`src/rtl/ps2_nes_keymap_if.sv`:
```
// ps2_nes_keymap_if
//   Bundles the PS/2 decoder make/break flags (levels, one pair per key)
//   and the NES button outputs of the keymap.
//   master : decoder/consumer side - drives the flags, reads the buttons
//   slave  : keymap side           - reads the flags, drives the buttons
//   Flags  : W/S/A/D/F/E/T/R/Q _make / _break, 1 bit each
//   buttons: {R,L,DN,UP,STRT,SEL,B,A} bits 7..0, 1 = pressed
//   changed, turbo_on, timeout: 1 bit each
interface ps2_nes_keymap_if;
    logic       W_make, W_break;
    logic       S_make, S_break;
    logic       A_make, A_break;
    logic       D_make, D_break;
    logic       F_make, F_break;
    logic       E_make, E_break;
    logic       T_make, T_break;
    logic       R_make, R_break;
    logic       Q_make, Q_break;
    logic [7:0] buttons;
    logic       changed;
    logic       turbo_on;
    logic       timeout;

    modport master (
        output W_make, W_break, S_make, S_break, A_make, A_break,
               D_make, D_break, F_make, F_break, E_make, E_break,
               T_make, T_break, R_make, R_break, Q_make, Q_break,
        input  buttons, changed, turbo_on, timeout
    );

    modport slave (
        input  W_make, W_break, S_make, S_break, A_make, A_break,
               D_make, D_break, F_make, F_break, E_make, E_break,
               T_make, T_break, R_make, R_break, Q_make, Q_break,
        output buttons, changed, turbo_on, timeout
    );
endinterface

```
`src/rtl/ps2_nes_keymap.sv`:
```
// ps2_nes_keymap
//   Turns PS/2 decoder make/break level flags into a held NES button byte.
//   Adds Q-key turbo on A/B, SOCD neutralising of opposing directions and
//   a stuck-key timeout that drops held keys after a long idle period.
// Ports
//   clk   : system clock
//   reset : synchronous, active-low
//   bus   : ps2_nes_keymap_if.slave (flags in; buttons/changed/turbo_on/timeout out)
// Parameters
//   TURBO_HALF : cycles per turbo half-period (>= 2)
//   TIMEOUT    : idle cycles without any key edge before held keys drop (>= 2)
module ps2_nes_keymap #(
    parameter int TURBO_HALF = 1_666_666,
    parameter int TIMEOUT    = 250_000_000
) (
    input logic               clk,
    input logic               reset,
    ps2_nes_keymap_if.slave   bus
);
    localparam int TW = (TURBO_HALF > 1) ? $clog2(TURBO_HALF) : 1;
    localparam int IW = (TIMEOUT > 1) ? $clog2(TIMEOUT) : 1;
    localparam logic [TW-1:0] TURBO_LAST = TW'(TURBO_HALF - 1);
    localparam logic [IW-1:0] IDLE_LAST  = IW'(TIMEOUT - 1);

    logic [7:0]    make_vec, break_vec;
    logic [7:0]    make_prev, break_prev;
    logic [7:0]    make_edge, break_edge;
    logic          q_make_prev, q_break_prev;
    logic          q_make_edge, q_break_edge;
    logic          armed;
    logic          any_edge;
    logic          fire;
    logic          turbo_run;

    logic [7:0]    held, held_next;
    logic [7:0]    buttons_q, buttons_next;
    logic          changed_q, timeout_q, turbo_q, phase;
    logic [TW-1:0] turbo_cnt;
    logic [IW-1:0] idle_cnt;

    // Bit order matches the NES button byte.
    assign make_vec  = {bus.D_make,  bus.A_make,  bus.S_make,  bus.W_make,
                        bus.R_make,  bus.T_make,  bus.E_make,  bus.F_make};
    assign break_vec = {bus.D_break, bus.A_break, bus.S_break, bus.W_break,
                        bus.R_break, bus.T_break, bus.E_break, bus.F_break};

    // 'armed' masks the first cycle after reset so flags that were already
    // high during reset load into the prev registers without acting.
    assign make_edge    = armed ? (make_vec  & ~make_prev)  : 8'h00;
    assign break_edge   = armed ? (break_vec & ~break_prev) : 8'h00;
    assign q_make_edge  = armed & bus.Q_make  & ~q_make_prev;
    assign q_break_edge = armed & bus.Q_break & ~q_break_prev;

    assign any_edge  = (|make_edge) | (|break_edge) | q_make_edge | q_break_edge;
    assign fire      = !any_edge && (idle_cnt == IDLE_LAST) && (held != 8'h00);
    assign turbo_run = turbo_q && (held[0] || held[1]);

    always_comb begin
        held_next = held;
        if (fire) begin
            held_next = 8'h00;
        end else begin
            // Break applied after make so it wins on a same-key collision.
            held_next = (held | make_edge) & ~break_edge;
        end
    end

    always_comb begin
        buttons_next = held;
        if (held[4] && held[5]) begin
            buttons_next[4] = 1'b0;
            buttons_next[5] = 1'b0;
        end
        if (held[6] && held[7]) begin
            buttons_next[6] = 1'b0;
            buttons_next[7] = 1'b0;
        end
        // Phase sits at 1 whenever turbo is idle, so this is transparent then.
        buttons_next[0] = held[0] & phase;
        buttons_next[1] = held[1] & phase;
    end

    always_ff @(posedge clk) begin
        if (!reset) begin
            make_prev    <= 8'h00;
            break_prev   <= 8'h00;
            q_make_prev  <= 1'b0;
            q_break_prev <= 1'b0;
            armed        <= 1'b0;
            held         <= 8'h00;
            buttons_q    <= 8'h00;
            changed_q    <= 1'b0;
            timeout_q    <= 1'b0;
            turbo_q      <= 1'b0;
            phase        <= 1'b1;
            turbo_cnt    <= '0;
            idle_cnt     <= '0;
        end else begin
            make_prev    <= make_vec;
            break_prev   <= break_vec;
            q_make_prev  <= bus.Q_make;
            q_break_prev <= bus.Q_break;
            armed        <= 1'b1;
            held         <= held_next;
            buttons_q    <= buttons_next;
            changed_q    <= (buttons_next != buttons_q);
            timeout_q    <= fire;

            if (q_make_edge) begin
                turbo_q <= ~turbo_q;
            end

            if (turbo_run) begin
                if (turbo_cnt == TURBO_LAST) begin
                    turbo_cnt <= '0;
                    phase     <= ~phase;
                end else begin
                    turbo_cnt <= turbo_cnt + TW'(1);
                end
            end else begin
                turbo_cnt <= '0;
                phase     <= 1'b1;
            end

            if (any_edge || fire) begin
                idle_cnt <= '0;
            end else if (idle_cnt != IDLE_LAST) begin
                idle_cnt <= idle_cnt + IW'(1);
            end
        end
    end

    assign bus.buttons  = buttons_q;
    assign bus.changed  = changed_q;
    assign bus.turbo_on = turbo_q;
    assign bus.timeout  = timeout_q;
endmodule

```
`src/flat_wrapper.sv`:
```
// flat-port wrapper written by rule: the top's interface ports become plain ports
module ps2_nes_keymap_flat 
#(
    parameter int TURBO_HALF = 1_666_666,
    parameter int TIMEOUT    = 250_000_000
)
  (clk, reset, bus_W_make, bus_W_break, bus_S_make, bus_S_break, bus_A_make, bus_A_break, bus_D_make, bus_D_break, bus_F_make, bus_F_break, bus_E_make, bus_E_break, bus_T_make, bus_T_break, bus_R_make, bus_R_break, bus_Q_make, bus_Q_break, bus_buttons, bus_changed, bus_turbo_on, bus_timeout);
  ps2_nes_keymap_if bus_i ();
  input logic clk;
  input logic reset;
  input wire logic [$bits(bus_i.W_make)-1:0] bus_W_make;
  input wire logic [$bits(bus_i.W_break)-1:0] bus_W_break;
  input wire logic [$bits(bus_i.S_make)-1:0] bus_S_make;
  input wire logic [$bits(bus_i.S_break)-1:0] bus_S_break;
  input wire logic [$bits(bus_i.A_make)-1:0] bus_A_make;
  input wire logic [$bits(bus_i.A_break)-1:0] bus_A_break;
  input wire logic [$bits(bus_i.D_make)-1:0] bus_D_make;
  input wire logic [$bits(bus_i.D_break)-1:0] bus_D_break;
  input wire logic [$bits(bus_i.F_make)-1:0] bus_F_make;
  input wire logic [$bits(bus_i.F_break)-1:0] bus_F_break;
  input wire logic [$bits(bus_i.E_make)-1:0] bus_E_make;
  input wire logic [$bits(bus_i.E_break)-1:0] bus_E_break;
  input wire logic [$bits(bus_i.T_make)-1:0] bus_T_make;
  input wire logic [$bits(bus_i.T_break)-1:0] bus_T_break;
  input wire logic [$bits(bus_i.R_make)-1:0] bus_R_make;
  input wire logic [$bits(bus_i.R_break)-1:0] bus_R_break;
  input wire logic [$bits(bus_i.Q_make)-1:0] bus_Q_make;
  input wire logic [$bits(bus_i.Q_break)-1:0] bus_Q_break;
  output wire logic [$bits(bus_i.buttons)-1:0] bus_buttons;
  output wire logic [$bits(bus_i.changed)-1:0] bus_changed;
  output wire logic [$bits(bus_i.turbo_on)-1:0] bus_turbo_on;
  output wire logic [$bits(bus_i.timeout)-1:0] bus_timeout;
  assign bus_i.W_make = bus_W_make;
  assign bus_i.W_break = bus_W_break;
  assign bus_i.S_make = bus_S_make;
  assign bus_i.S_break = bus_S_break;
  assign bus_i.A_make = bus_A_make;
  assign bus_i.A_break = bus_A_break;
  assign bus_i.D_make = bus_D_make;
  assign bus_i.D_break = bus_D_break;
  assign bus_i.F_make = bus_F_make;
  assign bus_i.F_break = bus_F_break;
  assign bus_i.E_make = bus_E_make;
  assign bus_i.E_break = bus_E_break;
  assign bus_i.T_make = bus_T_make;
  assign bus_i.T_break = bus_T_break;
  assign bus_i.R_make = bus_R_make;
  assign bus_i.R_break = bus_R_break;
  assign bus_i.Q_make = bus_Q_make;
  assign bus_i.Q_break = bus_Q_break;
  assign bus_buttons = bus_i.buttons;
  assign bus_changed = bus_i.changed;
  assign bus_turbo_on = bus_i.turbo_on;
  assign bus_timeout = bus_i.timeout;
  ps2_nes_keymap #(.TURBO_HALF(TURBO_HALF), .TIMEOUT(TIMEOUT)) u_core (.clk(clk), .reset(reset), .bus(bus_i));
endmodule
```
`config.mk`:
```
export PLATFORM = sky130hd
export DESIGN_NAME = ps2_nes_keymap_flat
export DESIGN_NICKNAME = d
export VERILOG_FILES = /design/src/rtl/ps2_nes_keymap_if.sv /design/src/rtl/ps2_nes_keymap.sv /design/src/flat_wrapper.sv
export SDC_FILE = /design/constraint.sdc
export NUM_CORES = 1
export LEC_CHECK = 0
export CAP_MARGIN = 20
export CORE_MARGIN = 2
export CORE_UTILIZATION = 50
export CTS_BUF_LIST = sky130_fd_sc_hd__clkbuf_4 sky130_fd_sc_hd__clkbuf_8
export DETAILED_ROUTE_END_ITERATION = 6
export PLACE_DENSITY = 0.7
export SKIP_CTS_REPAIR_TIMING = 1
export SYNTH_ARGS = -nofsm -noshare
export SYNTH_HDL_FRONTEND = slang
export SYNTH_SLANG_ARGS = --single-unit
```
`constraint.sdc`:
```
create_clock -name clk -period 3.4 [get_ports clk]
set_input_delay 0.68 -clock clk [delete_from_list [all_inputs] [get_ports clk]]
set_output_delay 0.68 -clock clk [all_outputs]
set_load 0.02 [all_outputs]
```
==> flow_metrics.env, run 1 <==
export IMPL_cts_sinks=88
export IMPL_antenna_cells=0
export IMPL_synth_seq_cells=88
export IMPL_min_period_ns=2.65
export IMPL_syn2layout_area_growth_pct=14.0
export IMPL_synth_cell_types=47
export IMPL_cp_cell_sequence="clkdlybuf4s50_1 > nor2b_1 > nor4_1 > o221ai_1 > o31a_1 > buf_4 > nor3_2"
export IMPL_cts_tree="yes"
export IMPL_start_kind="input pin"
export IMPL_crit_fanout=19
export IMPL_grt_usage_pct=19.0
export IMPL_fin_nets=488
export IMPL_clock_fmax_ghz=0.378
export IMPL_rsz0062_at_grt="false"
export IMPL_dp_cells=556
export IMPL_tightestPinTransition_ns=0.968
export IMPL_status="finished, final reports clean"
export IMPL_drive_above_1_share_pct=10.2
export IMPL_grt_max_degree=30
export IMPL_timing_final_crit_share_pct=77.8
export IMPL_instances_no_fill=572
export IMPL_die_area_mm2=0.00883
export IMPL_numPortBuffers=30
export IMPL_finalHoldViolCount=0
export IMPL_antenna_found_initial=0
export IMPL_pre_cts_slack_ns=0.381
export IMPL_drtIter0Drc=91
export IMPL_dp_hpwl_um=5420
export IMPL_yosysWarnings=0
export IMPL_fp_coreArea_mm2=0.00777
export IMPL_cts_max_level=3
export IMPL_max_slew_margin_pct=35.5
export IMPL_die_w_um=94.0
export IMPL_maxCapViolCount=0
export IMPL_syn_area_per_cell_um2=9.30
export IMPL_cp_top_family="compound AO/OA/AOI/OAI gates"
export IMPL_seq_area_frac_synth_pct=43.5
export IMPL_initial_utilization_pct=52.1
export IMPL_root_buffer="clkbuf_8"
export IMPL_syn_num_nets=458
export IMPL_drcViolationCount=0
export IMPL_synth_edf_count=0
export IMPL_vdd_ir_drop_max_uv=334
export IMPL_synthFlopType="dfxtp_1"
export IMPL_grt_pass1_wl_um=13600
export IMPL_leakage_uw=0.00157
export IMPL_path_clk_slew_ns=0.09
export IMPL_vias=3078
export IMPL_clock_path_buffers=2
export IMPL_clock_latency_ns=0.36
export IMPL_die_y_um=94.0
export IMPL_grt_overflow_total=0
export IMPL_numCtsBuffers=9
export IMPL_grt_pass1_vias=2932
export IMPL_cp_arrival_ns=2.92
export IMPL_fin_skew_ns=0.0127
export IMPL_rows=32
export IMPL_finalPower_uw=1960
export IMPL_antenna_left=0
export IMPL_maxSlewViolCount=0
export IMPL_cp_slowest_cell="o31a_1"
export IMPL_end_kind="register"
export IMPL_place_congestion=0.835
export IMPL_synthArstFlopShare_pct=0
export IMPL_setup_slack_ns=0.755
export IMPL_viasPerCell=5.38
export IMPL_io_pins=31
export IMPL_synthCells=435
export IMPL_first_pass_iters=4
export IMPL_crit_type="input pin to register"
export IMPL_p_per_area_mw_per_mm2=425
export IMPL_cp_slowest_stage_delay_ns=0.63
export IMPL_synth_cell_area_mm2=0.00405
export IMPL_routedWlPerCell_um=13.5
export IMPL_finalWirelength_um=7690
export IMPL_hp_class="register to register"
export IMPL_path_buf_inv=2
export IMPL_setup_violations=0
export IMPL_cp_required_ns=3.68
export IMPL_hold_ws_ns=0.449
export IMPL_setup_tns_ns=0
-- worst reg2reg max path: stages (launching register included) --
cell      delay [ns]
dfxtp_1         0.37
ha_1            0.21
and4_1          0.25
nand4_1         0.17
nor4_4          0.51
nand2b_1        0.17
buf_4           0.40
nor3_1          0.10
-- sequential cells by signal, indices dropped and copies added (netlist names), 8 cells and up --
| name | cells |
|---|---|
| u_core.turbo_cnt | 21 |
| u_core.make_prev | 8 |
| u_core.idle_cnt | 28 |
| u_core.held | 8 |
| u_core.break_prev | 8 |
| u_core.bus.buttons | 8 |
-- where the power goes --
part           switching, uW  leakage [uW]  internal [uW]
Sequential              22.0      0.000717           1050
Clock                    377     0.0000989            362
Combinational           70.9      0.000750           75.1
Total                    470       0.00157           1490
-- routing by layer --
| layer | wire [um] | global-route usage, % |
|---|---|---|
| met1 | 3950 | 26.8 |
| met2 | 3420 | 28.9 |
| met3 | 216 | 4.65 |
| met4 | 108 | 5.31 |
| met5 | 0 | 0 |
-- area by class of cell --
type                       count  area [um^2]
clock inverter                 6         67.6
timing repair buffer          35          338
fill                         740         3160
sequential                    88         1760
multi-input combinational    321         2140
inverter                      10         37.5
tap                          102          128
clock buffer                  10          138
-- metrics by stage --
stage / instance area (um^2) / util [%]
floorplan: 4050 / -
global placement: 4410 / 56.7
detailed placement: 4410 / 56.7
CTS: 4610 / 59.4
global route: 4610 / 59.4
finish: 4610 / 59.4
-- cell usage in the layout, fill, tap and decap left out, types with 11 or more instances in the layout --
| cell | count |
|---|---|
| nor2b_1 | 15 |
| nor3_2 | 18 |
| xnor2_1 | 30 |
| nand4_1 | 11 |
| nand2_1 | 30 |
| and3_1 | 12 |
| clkdlybuf4s50_1 | 30 |
| xor2_1 | 19 |
| nor3_1 | 20 |
| and2_1 | 23 |
| nand3_1 | 25 |
| dfxtp_1 | 88 |
| nor2_1 | 29 |
| a21oi_1 | 12 |
-- kinds of logic (layout without fill, tap and decap cells) --
kind of cell | Yosys count | after routing | share of synthesized area, %
AO/OA/AOI/OAI | 40 | 40 | 6.46
XOR/XNOR | 49 | 49 | 10.6
adder cells (fa/ha/maj) | 3 | 3 | 0.928
buffers and inverters | 26 | 61 | 3.53
flip-flops | 88 | 88 | 43.5
multiplexers | 1 | 1 | 0.247
AND/OR/NAND/NOR | 228 | 228 | 34.7
-- worst paths after layout --
check,from,to,slack (ns),cells past startpoint
worst max-delay path,bus_D_make,u_core.idle_cnt[25],0.75,7
worst min-delay path,u_core.bus.turbo_on,u_core.phase,0.45,1
worst max register to register,u_core.idle_cnt[0],u_core.idle_cnt[26],1.06,7
worst min register to register,u_core.bus.turbo_on,u_core.phase,0.45,1
-- cell usage after synthesis, types with 9 or more instances --
cell / count / area [um^2]
nor3_2: 18 / 180
nor2b_1: 15 / 93.8
xnor2_1: 30 / 263
nand4_1: 11 / 68.8
a21oi_1: 12 / 60.1
dfxtp_1: 88 / 1760
nor4_1: 9 / 56.3
nor3_1: 20 / 100
xor2_1: 19 / 166
nand2_1: 30 / 113
nand3_1: 25 / 125
and2_1: 23 / 144
and3_1: 12 / 75.1
nor2_1: 29 / 109
inv_1: 10 / 37.5
Note: power is estimated with default switching activity, not from simulation.
==> run 2: changes to the inputs <==
Clock period 3.4 ns to 2.5 ns, I/O delays scaled along.
==> run 2 against run 1 <==
Net effect: combinational power grew 42%; worst setup slack worse by 0.41 ns; clock power up 26%; final cell count increased by 0.52%; first-iteration DRC count rose by 59%; register-to-register slack got worse by 0.66 ns; global-route usage increased by 1.2 points; sequential cell count did not move; critical endpoint is now u_core.idle_cnt[5]; largest power group unchanged.
==> flow_metrics.env, run 2 (synthesized netlist as in run 1, its figures left out) <==
export IMPL_grt_pass1_vias=3117
export IMPL_post_route_util_pct=59.8
export IMPL_viasPerCell=5.41
export IMPL_die_area_mm2=0.00883
export IMPL_numPortBuffers=30
export IMPL_reg_top3="u_core.idle_cnt: 28 flops, u_core.turbo_cnt: 21 flops"
export IMPL_antenna_left=0
export IMPL_timing_final_crit_share_pct=86.3
export IMPL_cp_cell_sequence="clkdlybuf4s50_1 > nor2b_1 > or4_1 > o31a_1 > buf_12 > a211oi_1"
export IMPL_cts_sinks=88
export IMPL_clock_path_buffers=2
export IMPL_setup_violations=0
export IMPL_grt_pass1_wl_um=14400
export IMPL_antenna_found_initial=0
export IMPL_die_y_um=94.0
export IMPL_fp_coreArea_mm2=0.00777
export IMPL_dp_hpwl_um=5610
export IMPL_cp_required_ns=2.76
export IMPL_routedWlPerCell_um=14.0
export IMPL_nFillCells=707
export IMPL_min_period_ns=2.16
export IMPL_cts_max_level=3
export IMPL_fin_nets=493
export IMPL_crit_type="input pin to register"
export IMPL_pre_cts_slack_ns=-0.0105
export IMPL_rsz0062_at_grt="false"
export IMPL_die_w_um=94.0
export IMPL_leakage_uw=0.00159
export IMPL_cts_tree="yes"
export IMPL_root_buffer="clkbuf_8"
export IMPL_maxCapViolCount=0
export IMPL_maxSlewViolCount=0
export IMPL_tightestPinTransition_ns=0.770
export IMPL_finalWirelength_um=8040
export IMPL_largest_register_ffs=28
export IMPL_drcViolationCount=0
export IMPL_fin_skew_ns=0.00707
export IMPL_grt_usage_pct=20.2
export IMPL_hp_class="register to register"
export IMPL_end_kind="register"
export IMPL_status="finished, final reports clean"
export IMPL_first_pass_iters=4
export IMPL_drtIter0Drc=145
export IMPL_clock_fmax_ghz=0.464
export IMPL_instances_no_fill=575
export IMPL_max_slew_margin_pct=48.0
export IMPL_multi_input_area_mm2=0.00214
export IMPL_rows=32
export IMPL_start_kind="input pin"
export IMPL_cp_arrival_ns=2.42
export IMPL_clock_latency_ns=0.34
export IMPL_initial_utilization_pct=52.1
export IMPL_seq_area_mm2=0.00176
export IMPL_vdd_ir_drop_max_uv=369
export IMPL_vias=3111
export IMPL_final_common_cell="dfxtp_1"
export IMPL_grt_max_degree=36
export IMPL_syn2layout_area_growth_pct=14.9
export IMPL_cp_slowest_cell="or4_1"
export IMPL_top_register="u_core.idle_cnt"
export IMPL_setup_tns_ns=0
export IMPL_io_pins=31
export IMPL_path_clk_slew_ns=0.08
export IMPL_setup_slack_ns=0.343
export IMPL_dp_cells=561
export IMPL_place_congestion=0.772
export IMPL_p_per_area_mw_per_mm2=560
export IMPL_numCtsBuffers=9
export IMPL_grt_overflow_total=0
export IMPL_cp_slowest_stage_delay_ns=0.58
export IMPL_drive_above_1_share_pct=10.8
export IMPL_antenna_cells=0
export IMPL_crit_fanout=28
export IMPL_finalPower_uw=2600
export IMPL_finalHoldViolCount=0
export IMPL_final_cell_mix="88 x dfxtp_1, 30 x nand2_1, 30 x xnor2_1, 30 x clkdlybuf4s50_1, 29 x nor2_1"
run 2: final timing paths:
kind         cells past startpoint                 from  slack, ns             endpoint
max reg2reg                      6   u_core.idle_cnt[0]       0.40  u_core.idle_cnt[13]
max                              6          bus_E_break       0.34   u_core.idle_cnt[5]
min                              1  u_core.bus.turbo_on       0.45         u_core.phase
min reg2reg                      1  u_core.bus.turbo_on       0.45         u_core.phase
run 2: power breakdown:
part / switching [uW] / total [uW] / internal [uW]
combinational: 99.4 / 208 / 109
sequential: 30.9 / 1470 / 1430
clock: 471 / 931 / 459
run 2: area by class of cell:
| type | instances | area share (%) |
|---|---|---|
| Clock buffer | 10 | 2.83 |
| Clock inverter | 4 | 1.02 |
| Inverter | 10 | 0.808 |
| Multi-Input combinational cell | 321 | 46.1 |
| Sequential cell | 88 | 37.9 |
| Tap cell | 102 | 2.75 |
| Timing Repair Buffer | 40 | 8.61 |
run 2: critical path: cells and delay by family:
| kind | cells | cell delay, ns |
|---|---|---|
| AOI/OAI and AO/OA | 2 | 0.59 |
| buffers and inverters | 2 | 0.60 |
| and+or+nand+nor | 2 | 0.72 |
run 2: metal layers:
layer  global-route usage [%]  share of wire (%)  up-vias
li1                         -                  -     1591
met5                        0                  0        -
met3                     5.06                4.2        4
met2                     31.9                 46       65
met4                     5.07               0.63        0
met1                     27.7                 49     1451
run 2: through the flow:
step / hold slack (ns) / cell area [um^2]
floorplan: 0.441 / 4050
global placement: 0.433 / 4470
detailed placement: 0.436 / 4470
CTS: 0.459 / 4650
global route: 0.477 / 4650
finish: 0.453 / 4650
==> run 3: changes to the inputs <==
Settings changed: GPL_TIMING_DRIVEN set to 0.
==> run 3 against run 2 <==
Net effect: clock power rose by 18%; sequential power barely moved; first-iteration DRC count fell by 34%; worst hold slack improved by 0.018 ns; non-clock buffer count rose by 5; cell area rose by 1.2%; sequential share of layout area fell by 0.45 points; register-to-register slack got worse by 0.16 ns; worst setup slack got worse by 0.12 ns; final cell count rose by 1.2%.
==> flow_metrics.env, run 3 (synthesized netlist as in run 1, its figures left out) <==
export IMPL_start_kind="input pin"
export IMPL_root_buffer="clkbuf_8"
export IMPL_instances_no_fill=582
export IMPL_clock_fmax_ghz=0.440
export IMPL_fin_skew_ns=0.0118
export IMPL_grt_pass1_vias=3099
export IMPL_seq_area_mm2=0.00176
export IMPL_fin_nets=498
export IMPL_setup_violations=0
export IMPL_viasPerCell=5.42
export IMPL_vdd_ir_drop_max_uv=320
export IMPL_routedWlPerCell_um=13.9
export IMPL_grt_overflow_total=0
export IMPL_reg_top3="u_core.idle_cnt: 28 flops, u_core.turbo_cnt: 21 flops"
export IMPL_die_y_um=94.0
export IMPL_grt_pass1_wl_um=14300
export IMPL_max_slew_margin_pct=44.6
export IMPL_vias=3155
export IMPL_pre_cts_slack_ns=-0.387
export IMPL_final_cell_mix="88 x dfxtp_1, 30 x nand2_1, 30 x xnor2_1, 30 x clkdlybuf4s50_1, 29 x nor2_1"
export IMPL_rows=32
export IMPL_place_congestion=0.866
export IMPL_p_per_area_mw_per_mm2=590
export IMPL_io_pins=31
export IMPL_grt_usage_pct=20.3
export IMPL_fp_coreArea_mm2=0.00777
export IMPL_tightestPinTransition_ns=0.820
export IMPL_clock_path_buffers=2
export IMPL_min_period_ns=2.27
export IMPL_seq_power_share_pct=52.6
export IMPL_path_clk_slew_ns=0.09
export IMPL_met3_usage_pct=5.22
export IMPL_drcViolationCount=0
export IMPL_grt_max_degree=16
export IMPL_cts_tree="yes"
export IMPL_netSwitchingPower_uw=649
export IMPL_clockPowerShare_pct=39.6
export IMPL_first_pass_iters=4
export IMPL_grt_use_met2_pct=33.2
export IMPL_switching_share_pct=23.4
export IMPL_antenna_left=0
export IMPL_numPortBuffers=30
export IMPL_finalPower_uw=2780
export IMPL_initial_utilization_pct=52.1
export IMPL_top_register="u_core.idle_cnt"
export IMPL_numCtsBuffers=9
export IMPL_multi_input_area_mm2=0.00215
export IMPL_die_area_mm2=0.00883
export IMPL_timing_final_crit_share_pct=90.9
export IMPL_dpl_cell_area_mm2=0.00447
export IMPL_hp_class="register to register"
export IMPL_cts_max_level=3
export IMPL_top_usage_layer="met2"
export IMPL_largest_register_ffs=28
export IMPL_cp_required_ns=2.78
export IMPL_drtIter0Drc=96
export IMPL_grt_use_met1_pct=26.2
export IMPL_drive_above_1_share_pct=10.6
export IMPL_final_common_cell="dfxtp_1"
export IMPL_antenna_found_initial=0
export IMPL_setup_slack_ns=0.228
export IMPL_finalHoldViolCount=0
export IMPL_nFillCells=691
export IMPL_rsz0062_at_grt="false"
export IMPL_maxCapViolCount=0
export IMPL_status="finished, final reports clean"
export IMPL_syn2layout_area_growth_pct=16.3
export IMPL_fin_area_mm2=0.00470
export IMPL_dp_hpwl_um=5820
export IMPL_leakage_uw=0.00161
export IMPL_crit_type="input pin to register"
export IMPL_maxSlewViolCount=0
export IMPL_clock_latency_ns=0.36
export IMPL_p_comb_share_pct=7.8
export IMPL_end_kind="register"
export IMPL_p_int_uw=2130
export IMPL_die_w_um=94.0
export IMPL_cts_sinks=88
export IMPL_cp_arrival_ns=2.56
export IMPL_dp_cells=567
export IMPL_crit_fanout=10
export IMPL_antenna_cells=0
export IMPL_finalWirelength_um=8090
## run 3: cell count changes in the layout (fill, tap and decap cells not counted), sizes merged
cell and change:
clkbuf +8, buf -3, inv +2, bufinv +1
clkinvlp -1
## run 3: final timing paths
check                        endpoint  cells past startpoint  slack [ns]                start
setup / recovery  u_core.idle_cnt[25]                      6        0.23          bus_E_break
hold / removal           u_core.phase                      1        0.47  u_core.bus.turbo_on
setup reg to reg  u_core.idle_cnt[25]                      8        0.24   u_core.idle_cnt[0]
hold reg to reg          u_core.phase                      1        0.47  u_core.bus.turbo_on
## run 3: per-layer routing
metal | up-vias | wire length [um]
met3 | 9 | 288
met4 | 0 | 93
met5 | - | 0
met2 | 47 | 3800
met1 | 1494 | 3910
li1 | 1605 | -
## run 3: worst max-delay path, cell delays in order
cell,delay (ns)
clkdlybuf4s50_1,0.40
nor2b_1,0.14
or4_1,0.56
o31a_1,0.48
buf_4,0.27
nor3_2,0.19
## run 3: layout make-up
class / instances / share of cell area [%]
inverter: 10 / 0.798
timing repair buffer: 30 / 6.38
clock inverter: 6 / 1.94
multi-input combinational: 321 / 45.7
sequential: 88 / 37.4
tap: 102 / 2.71
clock buffer: 10 / 2.79
buffer: 15 / 2.26
## run 3: power groups by stage
stage / registers, uW / clock network, uW / logic (uW)
floorplan: 1500 / 0 / 130
global placement: 1490 / 0 / 214
detailed placement: 1490 / 0 / 216
CTS: 1460 / 1130 / 217
global route: 1470 / 1200 / 241
finish: 1460 / 1100 / 217
## run 3: stage by stage
stage / setup TNS [ns] / hold slack [ns] / util (%)
finish: 0 / 0.471 / 60.6
global route: 0 / 0.495 / 60.6
CTS: -0.0359 / 0.467 / 60.5
detailed placement: -9.56 / 0.442 / 57.6
global placement: -8.95 / 0.435 / 57.6
floorplan: 0 / 0.441 / -
